[config.mk]
export PLATFORM = sky130hd
export DESIGN_NAME = prog_loader_flat
export DESIGN_NICKNAME = d
export VERILOG_FILES = /design/src/rtl/prog_loader_if.sv /design/src/rtl/prog_loader.sv /design/src/flat_wrapper.sv
export SDC_FILE = /design/constraint.sdc
export NUM_CORES = 2
export LEC_CHECK = 0
export BUFFER_PORTS_ARGS = -buffer_cell sky130_fd_sc_hd__buf_2
export CAP_MARGIN = 20
export CORE_UTILIZATION = 47
export CTS_BUF_LIST = sky130_fd_sc_hd__clkbuf_4 sky130_fd_sc_hd__clkbuf_8 sky130_fd_sc_hd__clkbuf_16
export DETAILED_ROUTE_END_ITERATION = 8
export PLACE_DENSITY_LB_ADDON = 0.05
export SLEW_MARGIN = 5
export SYNTH_ARGS = -nofsm -noshare
export SYNTH_HDL_FRONTEND = slang
export SYNTH_SLANG_ARGS = --single-unit
[constraint.sdc]
create_clock -name clk -period 8.8 [get_ports clk]
set_clock_uncertainty 0.05 [all_clocks]
set_input_delay 0.88 -clock clk [delete_from_list [all_inputs] [get_ports clk]]
set_output_delay 0.88 -clock clk [all_outputs]
set_load 0.02 [all_outputs]
[src/rtl/prog_loader_if.sv]
// Host-to-loader program word stream: load_start pulse plus valid/ready data words.
// The host drives the master modport; the loader takes the slave modport.
interface prog_loader_if #(
    parameter int INSTR_BITS = 16
);
    logic                  load_start;
    logic                  in_valid;
    logic                  in_ready;
    logic [INSTR_BITS-1:0] in_data;

    modport master (output load_start, in_valid, in_data, input in_ready);
    modport slave  (input load_start, in_valid, in_data, output in_ready);
endinterface

[src/rtl/prog_loader.sv]
// Instruction memory loader: length header, payload and zero fill, with a fetch read port; CHECKSUM_EN adds an XOR check word.
// Latency: fetch_instr is registered, valid 1 cycle after fetch_en; status outputs are registered.
// Backpressure: in_ready is high only while a header, payload or checksum word is expected.
module prog_loader #(
    parameter int ADDR_BITS  = 8,
    parameter int INSTR_BITS = 16
) (
    input  logic                  clk,
    input  logic                  reset,
    prog_loader_if.slave          host,
    output logic                  load_busy,
    output logic                  load_done,
    output logic                  load_error,
    output logic [ADDR_BITS:0]    words_loaded,
    input  logic                  fetch_en,
    input  logic [ADDR_BITS-1:0]  fetch_addr,
    output logic [INSTR_BITS-1:0] fetch_instr
);
    localparam int                 DEPTH_INT = 1 << ADDR_BITS;
    localparam logic [ADDR_BITS:0] DEPTH     = {1'b1, {ADDR_BITS{1'b0}}};
    localparam logic [ADDR_BITS:0] LAST      = DEPTH - 1'b1;

    typedef enum logic [2:0] {
        IDLE,
        LEN,
        LOAD,
`ifdef CHECKSUM_EN
        CHECK,
`endif
        FILL,
        DONE,
        ERROR
    } state_t;

    state_t                  state_q, state_d;
    logic                    in_ready_q, in_ready_d;
    logic                    busy_q, busy_d;
    logic                    done_q, done_d;
    logic                    err_q, err_d;
    logic [ADDR_BITS:0]      words_q, words_d;
    logic [ADDR_BITS:0]      wr_ptr_q, wr_ptr_d;
    logic [ADDR_BITS:0]      n_q, n_d;
    logic [INSTR_BITS-1:0]   fetch_instr_q, fetch_instr_d;
`ifdef CHECKSUM_EN
    logic [INSTR_BITS-1:0]   csum_q, csum_d;
`endif

    logic                    accept;
    logic                    to_fill;
    logic                    ram_we;
    logic [INSTR_BITS-1:0]   ram_wdata;
    logic [ADDR_BITS:0]      hdr_n;
    logic                    hdr_bad;
    logic [INSTR_BITS-1:0]   ram [DEPTH_INT];

    assign accept  = host.in_valid & in_ready_q;
    assign hdr_n   = host.in_data[ADDR_BITS:0];
    assign hdr_bad = (hdr_n > DEPTH) || (|(host.in_data >> (ADDR_BITS + 1)));

    always_comb begin
        state_d       = state_q;
        in_ready_d    = in_ready_q;
        busy_d        = busy_q;
        done_d        = done_q;
        err_d         = err_q;
        words_d       = words_q;
        wr_ptr_d      = wr_ptr_q;
        n_d           = n_q;
`ifdef CHECKSUM_EN
        csum_d        = csum_q;
`endif
        to_fill       = 1'b0;
        ram_we        = 1'b0;
        ram_wdata     = '0;
        fetch_instr_d = fetch_instr_q;

        case (state_q)
            IDLE, DONE, ERROR: begin
                if (host.load_start) begin
                    state_d    = LEN;
                    in_ready_d = 1'b1;
                    busy_d     = 1'b1;
                    done_d     = 1'b0;
                    err_d      = 1'b0;
                    words_d    = '0;
                    wr_ptr_d   = '0;
`ifdef CHECKSUM_EN
                    csum_d     = '0;
`endif
                end
            end
            LEN: begin
                if (accept) begin
                    if (hdr_bad) begin
                        state_d    = ERROR;
                        in_ready_d = 1'b0;
                        busy_d     = 1'b0;
                        err_d      = 1'b1;
                    end else begin
                        n_d = hdr_n;
                        if (hdr_n == '0) begin
`ifdef CHECKSUM_EN
                            state_d = CHECK;
`else
                            to_fill = 1'b1;
`endif
                        end else begin
                            state_d = LOAD;
                        end
                    end
                end
            end
            LOAD: begin
                if (accept) begin
                    ram_we    = 1'b1;
                    ram_wdata = host.in_data;
                    wr_ptr_d  = wr_ptr_q + 1'b1;
                    words_d   = words_q + 1'b1;
`ifdef CHECKSUM_EN
                    csum_d    = csum_q ^ host.in_data;
`endif
                    if (wr_ptr_d == n_q) begin
`ifdef CHECKSUM_EN
                        state_d = CHECK;
`else
                        to_fill = 1'b1;
`endif
                    end
                end
            end
`ifdef CHECKSUM_EN
            CHECK: begin
                if (accept) begin
                    if (host.in_data == csum_q) begin
                        to_fill = 1'b1;
                    end else begin
                        state_d    = ERROR;
                        in_ready_d = 1'b0;
                        busy_d     = 1'b0;
                        err_d      = 1'b1;
                    end
                end
            end
`endif
            FILL: begin
                ram_we   = 1'b1;
                wr_ptr_d = wr_ptr_q + 1'b1;
                if (wr_ptr_q == LAST) begin
                    state_d = DONE;
                    busy_d  = 1'b0;
                    done_d  = 1'b1;
                end
            end
            default: state_d = IDLE;
        endcase

        // A full-depth program has nothing left to pad, so it completes immediately.
        if (to_fill) begin
            in_ready_d = 1'b0;
            if (wr_ptr_d == DEPTH) begin
                state_d = DONE;
                busy_d  = 1'b0;
                done_d  = 1'b1;
            end else begin
                state_d = FILL;
            end
        end

        // Fetch sees only a complete program; anything else reads as NOP.
        if (fetch_en) begin
            fetch_instr_d = done_q ? ram[fetch_addr] : '0;
        end
    end

    always_ff @(posedge clk or posedge reset) begin
        if (reset) begin
            state_q       <= IDLE;
            in_ready_q    <= 1'b0;
            busy_q        <= 1'b0;
            done_q        <= 1'b0;
            err_q         <= 1'b0;
            words_q       <= '0;
            wr_ptr_q      <= '0;
            n_q           <= '0;
            fetch_instr_q <= '0;
`ifdef CHECKSUM_EN
            csum_q        <= '0;
`endif
        end else begin
            state_q       <= state_d;
            in_ready_q    <= in_ready_d;
            busy_q        <= busy_d;
            done_q        <= done_d;
            err_q         <= err_d;
            words_q       <= words_d;
            wr_ptr_q      <= wr_ptr_d;
            n_q           <= n_d;
            fetch_instr_q <= fetch_instr_d;
`ifdef CHECKSUM_EN
            csum_q        <= csum_d;
`endif
        end
    end

    always_ff @(posedge clk) begin
        if (ram_we) begin
            ram[wr_ptr_q[ADDR_BITS-1:0]] <= ram_wdata;
        end
    end

    assign host.in_ready = in_ready_q;
    assign load_busy     = busy_q;
    assign load_done     = done_q;
    assign load_error    = err_q;
    assign words_loaded  = words_q;
    assign fetch_instr   = fetch_instr_q;
endmodule

[src/flat_wrapper.sv]
// flat-port wrapper written by rule: the top's interface ports become plain ports
module prog_loader_flat 
#(
    parameter int ADDR_BITS  = 8,
    parameter int INSTR_BITS = 16
)
  (clk, reset, load_busy, load_done, load_error, words_loaded, fetch_en, fetch_addr, fetch_instr, host_load_start, host_in_valid, host_in_data, host_in_ready);
  prog_loader_if #(.INSTR_BITS(INSTR_BITS)) host_i ();
  input  logic clk;
  input  logic reset;
  output logic load_busy;
  output logic load_done;
  output logic load_error;
  output logic [ADDR_BITS:0] words_loaded;
  input  logic fetch_en;
  input  logic [ADDR_BITS-1:0] fetch_addr;
  output logic [INSTR_BITS-1:0] fetch_instr;
  input wire logic [$bits(host_i.load_start)-1:0] host_load_start;
  input wire logic [$bits(host_i.in_valid)-1:0] host_in_valid;
  input wire logic [$bits(host_i.in_data)-1:0] host_in_data;
  output wire logic [$bits(host_i.in_ready)-1:0] host_in_ready;
  assign host_i.load_start = host_load_start;
  assign host_i.in_valid = host_in_valid;
  assign host_i.in_data = host_in_data;
  assign host_in_ready = host_i.in_ready;
  prog_loader #(.ADDR_BITS(ADDR_BITS), .INSTR_BITS(INSTR_BITS)) u_core (.clk(clk), .reset(reset), .host(host_i), .load_busy(load_busy), .load_done(load_done), .load_error(load_error), .words_loaded(words_loaded), .fetch_en(fetch_en), .fetch_addr(fetch_addr), .fetch_instr(fetch_instr));
endmodule
==> impl_metrics.tcl <==
set metrics [dict create \
    outcome "finished with violations" \
    drt_first_pass_iters 8 \
    postRouteAntennaNets 0 \
    fin_tns_setup_ns 0 \
    dp_hpwl_um 266000 \
    coreArea_mm2 0.340 \
    violations "DRC" \
    avgSynthCellArea_um2 21.4 \
    grtUsageTotal_pct 26.5 \
    maxSlewViolCount 0 \
    cp-start-kind "input pin" \
    crit_fanout 62 \
    post_cts_resized 0 \
    grt_pass1_vias 80000 \
    fp.dieW_um 587 \
    worstSetupPathType "in -> reg" \
    pin_count 58 \
    critPathTopFamily "compound AO/OA/AOI/OAI gates" \
    startpoint "fetch_addr[0]" \
    min_period_over_period_pct 55.9 \
    min_path_type "in -> async" \
    yosys_register_bits 4146 \
    fin_area_mm2 0.182 \
    required_ns 9.68 \
    drt-initial-drc-count 8871 \
    critical-path-max-stage-delay_ns 1.02 \
    crit_chain "buf_12 -> buf_4 -> buf_4 -> mux2i_1 -> o221ai_1 -> o22ai_1 -> o21ai_0 -> nand2_1 -> a211oi_1 -> a32o_1" \
    fmax_mhz 203 \
    crit_slowest_cell "a211oi_1" \
    syn_nets 7538 \
    ys_types 69 \
    drc 2 \
    powerDensity_mw_per_mm2 225 \
    tritoncts "done" \
    die_h_um 587 \
    cts_inserted_buffers 429 \
    synth_edf_count 4096 \
    slew_headroom_pct 13.3 \
    postCtsHoldBufs 0 \
    row_count 214 \
    overflow 0 \
    cpMostUsedCell "buf_4" \
    rsz0062_at_grt "false" \
    seq_area_frac_synth_pct 77.3 \
    grt_max_degree 205 \
    final_nets 8016 \
    cts_sinks 4146 \
    areaGrowthSynthToFinish_pct 13.5 \
    synthCells 7503 \
    cts_root_buf "clkbuf_16" \
    initial_core_util_pct 47.2 \
    post_cts.repair.setup_buffers 0 \
    yosys_warnings 0 \
    path_clk_slew_ns 0.06 \
    dieArea_mm2 0.344 \
    htreeDepth 5 \
    hold_violations 0 \
    layout-drive-gt1-share_pct 26.7 \
    setup_viol 0 \
    fin_crit_ns 4.92 \
    vias 79900 \
    portBuffers 57 \
    synth_async_sr_flop_share_pct 1.21 \
    routed_wl_um 459000 \
    irDropWorstVdd_uv 177 \
    clockBufferDepth 4 \
    r2r_start "u_core.wr_ptr_q[5]$_DFF_PP0_" \
    synth_area_mm2 0.161 \
    antenna_found_initial 23 \
    critPathBufInv 3 \
    worst_slack_ns 3.88 \
    grt_first_pass_wirelength_um 639000 \
    crit_path_end_kind "register" \
    cap_violations 0 \
    place_ws_ns 2.89 \
    dpl_cell_area_mm2 0.168 \
    tightest_slew_ns 1.30 \
    place.gp.congestion 0.834 \
    p_leak_nw 67.8 \
    viasPerCell 6.20 \
    holdWs_ns 0.145 \
    synthFlopType "edfxtp_1" \
    clk_latency_ns 1.00 \
    wire_per_inst_um 35.6 \
    arrival_ns 5.80 \
]
worst register-to-register path, stage by stage, from the launching register on:
cell	delay (ns)
dfrtp_1	0.85
and3_1	0.38
nand2_1	0.65
nor2_1	0.46
ha_1	0.34
xnor2_1	0.15
nor4_1	0.28
o2111ai_1	0.16
o2bb2ai_1	0.29
and4b_1	0.38
o21bai_1	0.14
metal layers:
metal / global-route usage (%) / vias up / part of all wire [%]
met5: 0 / - / 0.010
met4: 7.05 / 8 / 2.8
met3: 4.16 / 577 / 6.6
met2: 42.3 / 3015 / 48
met1: 38.2 / 43700 / 43
li1: - / 32700 / -
metrics by stage:
step | util (%) | cells | power (mW)
3_5_place_dp | 49.4 | 12100 | 22.9
6_report | 53.6 | 12900 | 41.0
4_1_cts | 53.6 | 12900 | 41.3
3_3_place_gp | 49.4 | 12100 | 22.9
2_1_floorplan | - | 7503 | 22.5
5_1_grt | 53.6 | 12900 | 42.1
final cells by class:
| class | instances | area [µm²] |
|---|---|---|
| antenna | 11 | 27.5 |
| sequential | 4146 | 124000 |
| clock inverter | 268 | 2680 |
| tap | 4536 | 5680 |
| inverter | 11 | 50.0 |
| multi-input combinational | 2900 | 34000 |
| timing repair buffer | 493 | 4010 |
| fill | 26300 | 158000 |
| clock buffer | 528 | 11700 |
report_power, final:
| part | total (mW) | switching (mW) | leakage, nW | internal, mW |
|---|---|---|---|---|
| clock network | 18.5 | 7.64 | 7.16 | 10.9 |
| registers | 21.4 | 0.0161 | 47.7 | 21.4 |
| logic | 1.10 | 0.752 | 13.0 | 0.351 |
| total | 41.0 | 8.41 | 67.8 | 32.6 |
kinds of logic (layout without fill, tap and decap cells):
group,Yosys count,after routing,share of synthesized area (%)
muxes,1403,1403,15.5
xor gates and xnor gates,18,18,0.0981
DFF,4146,4146,77.3
adders and majority gates,6,6,0.0467
and+or+nand+nor,676,676,1.87
buffers and inverters,457,1300,1.75
AOI/OAI and AO/OA,797,797,3.39
other,0,11,0
cell usage after synthesis, types with 24 or more instances:
library cell     n  area, µm²
mux4_2         864      19500
o221ai_1       194       1700
o21ai_0         88        440
buf_6           69        777
buf_4           45        338
mux2i_1        518       5180
dfrtp_1         50       1250
o22ai_1        138        863
edfxtp_1      4096     123000
buf_2           81        405
nand2_1        124        465
clkbuf_1       192        721
nor2_1         322       1210
buf_1           35        131
and2_1          24        150
a21oi_1        192        961
a211oi_1        47        353
nor2b_1         31        194
nand3_1         35        175
nor3_1          69        345
placed cells by master, fill, tap and decap left out, types with 14 or more instances in the layout:
master         n
o221ai_1     194
nand3_2       14
nor2_2        92
bufinv_16     49
a21oi_1      191
nand2_1      122
edfxtp_1    4096
a211oi_1      45
nor2_1       230
clkbuf_16    438
mux2i_1      518
mux2_2        20
nand3_1       20
clkbuf_4      84
clkinvlp_4    15
a22oi_1       20
clkinv_1      94
o211ai_1      22
and2_4        16
o22ai_1      138
mux4_2       864
buf_12        31
clkinv_2      90
buf_2         54
o21ai_0       88
buf_4        399
dfrtp_1       50
nor3_1        68
nor2b_1       26
flip-flops by register name, indices dropped and copies added (netlist names):
| signal | flops |
|---|---|
| u_core.ram | 4096 |
| u_core.load_error | 1 |
| u_core.load_done | 1 |
| u_core.wr_ptr_q | 9 |
| u_core.fetch_instr | 16 |
| u_core.load_busy | 1 |
| u_core.words_loaded | 9 |
| u_core.host.in_ready | 1 |
| u_core.n_q | 9 |
| u_core.state_q | 3 |
final timing paths:
check                                                     end  slack (ns)  cells after the start
max                        u_core.fetch_instr[14]$_DFFE_PP0P_        3.88                     10
max reg2reg                        u_core.load_done$_DFF_PP0_        4.59                     10
min reg2reg                      u_core.wr_ptr_q[8]$_DFF_PP0_        0.46                      2
min in group clk                    u_core.n_q[6]$_DFFE_PP0P_        0.16                      2
min                        u_core.words_loaded[2]$_DFFE_PP0P_        0.15                      3
max in group asynchronous  u_core.fetch_instr[13]$_DFFE_PP0P_        7.76                      3
Power figures use the tool's default switching activity.
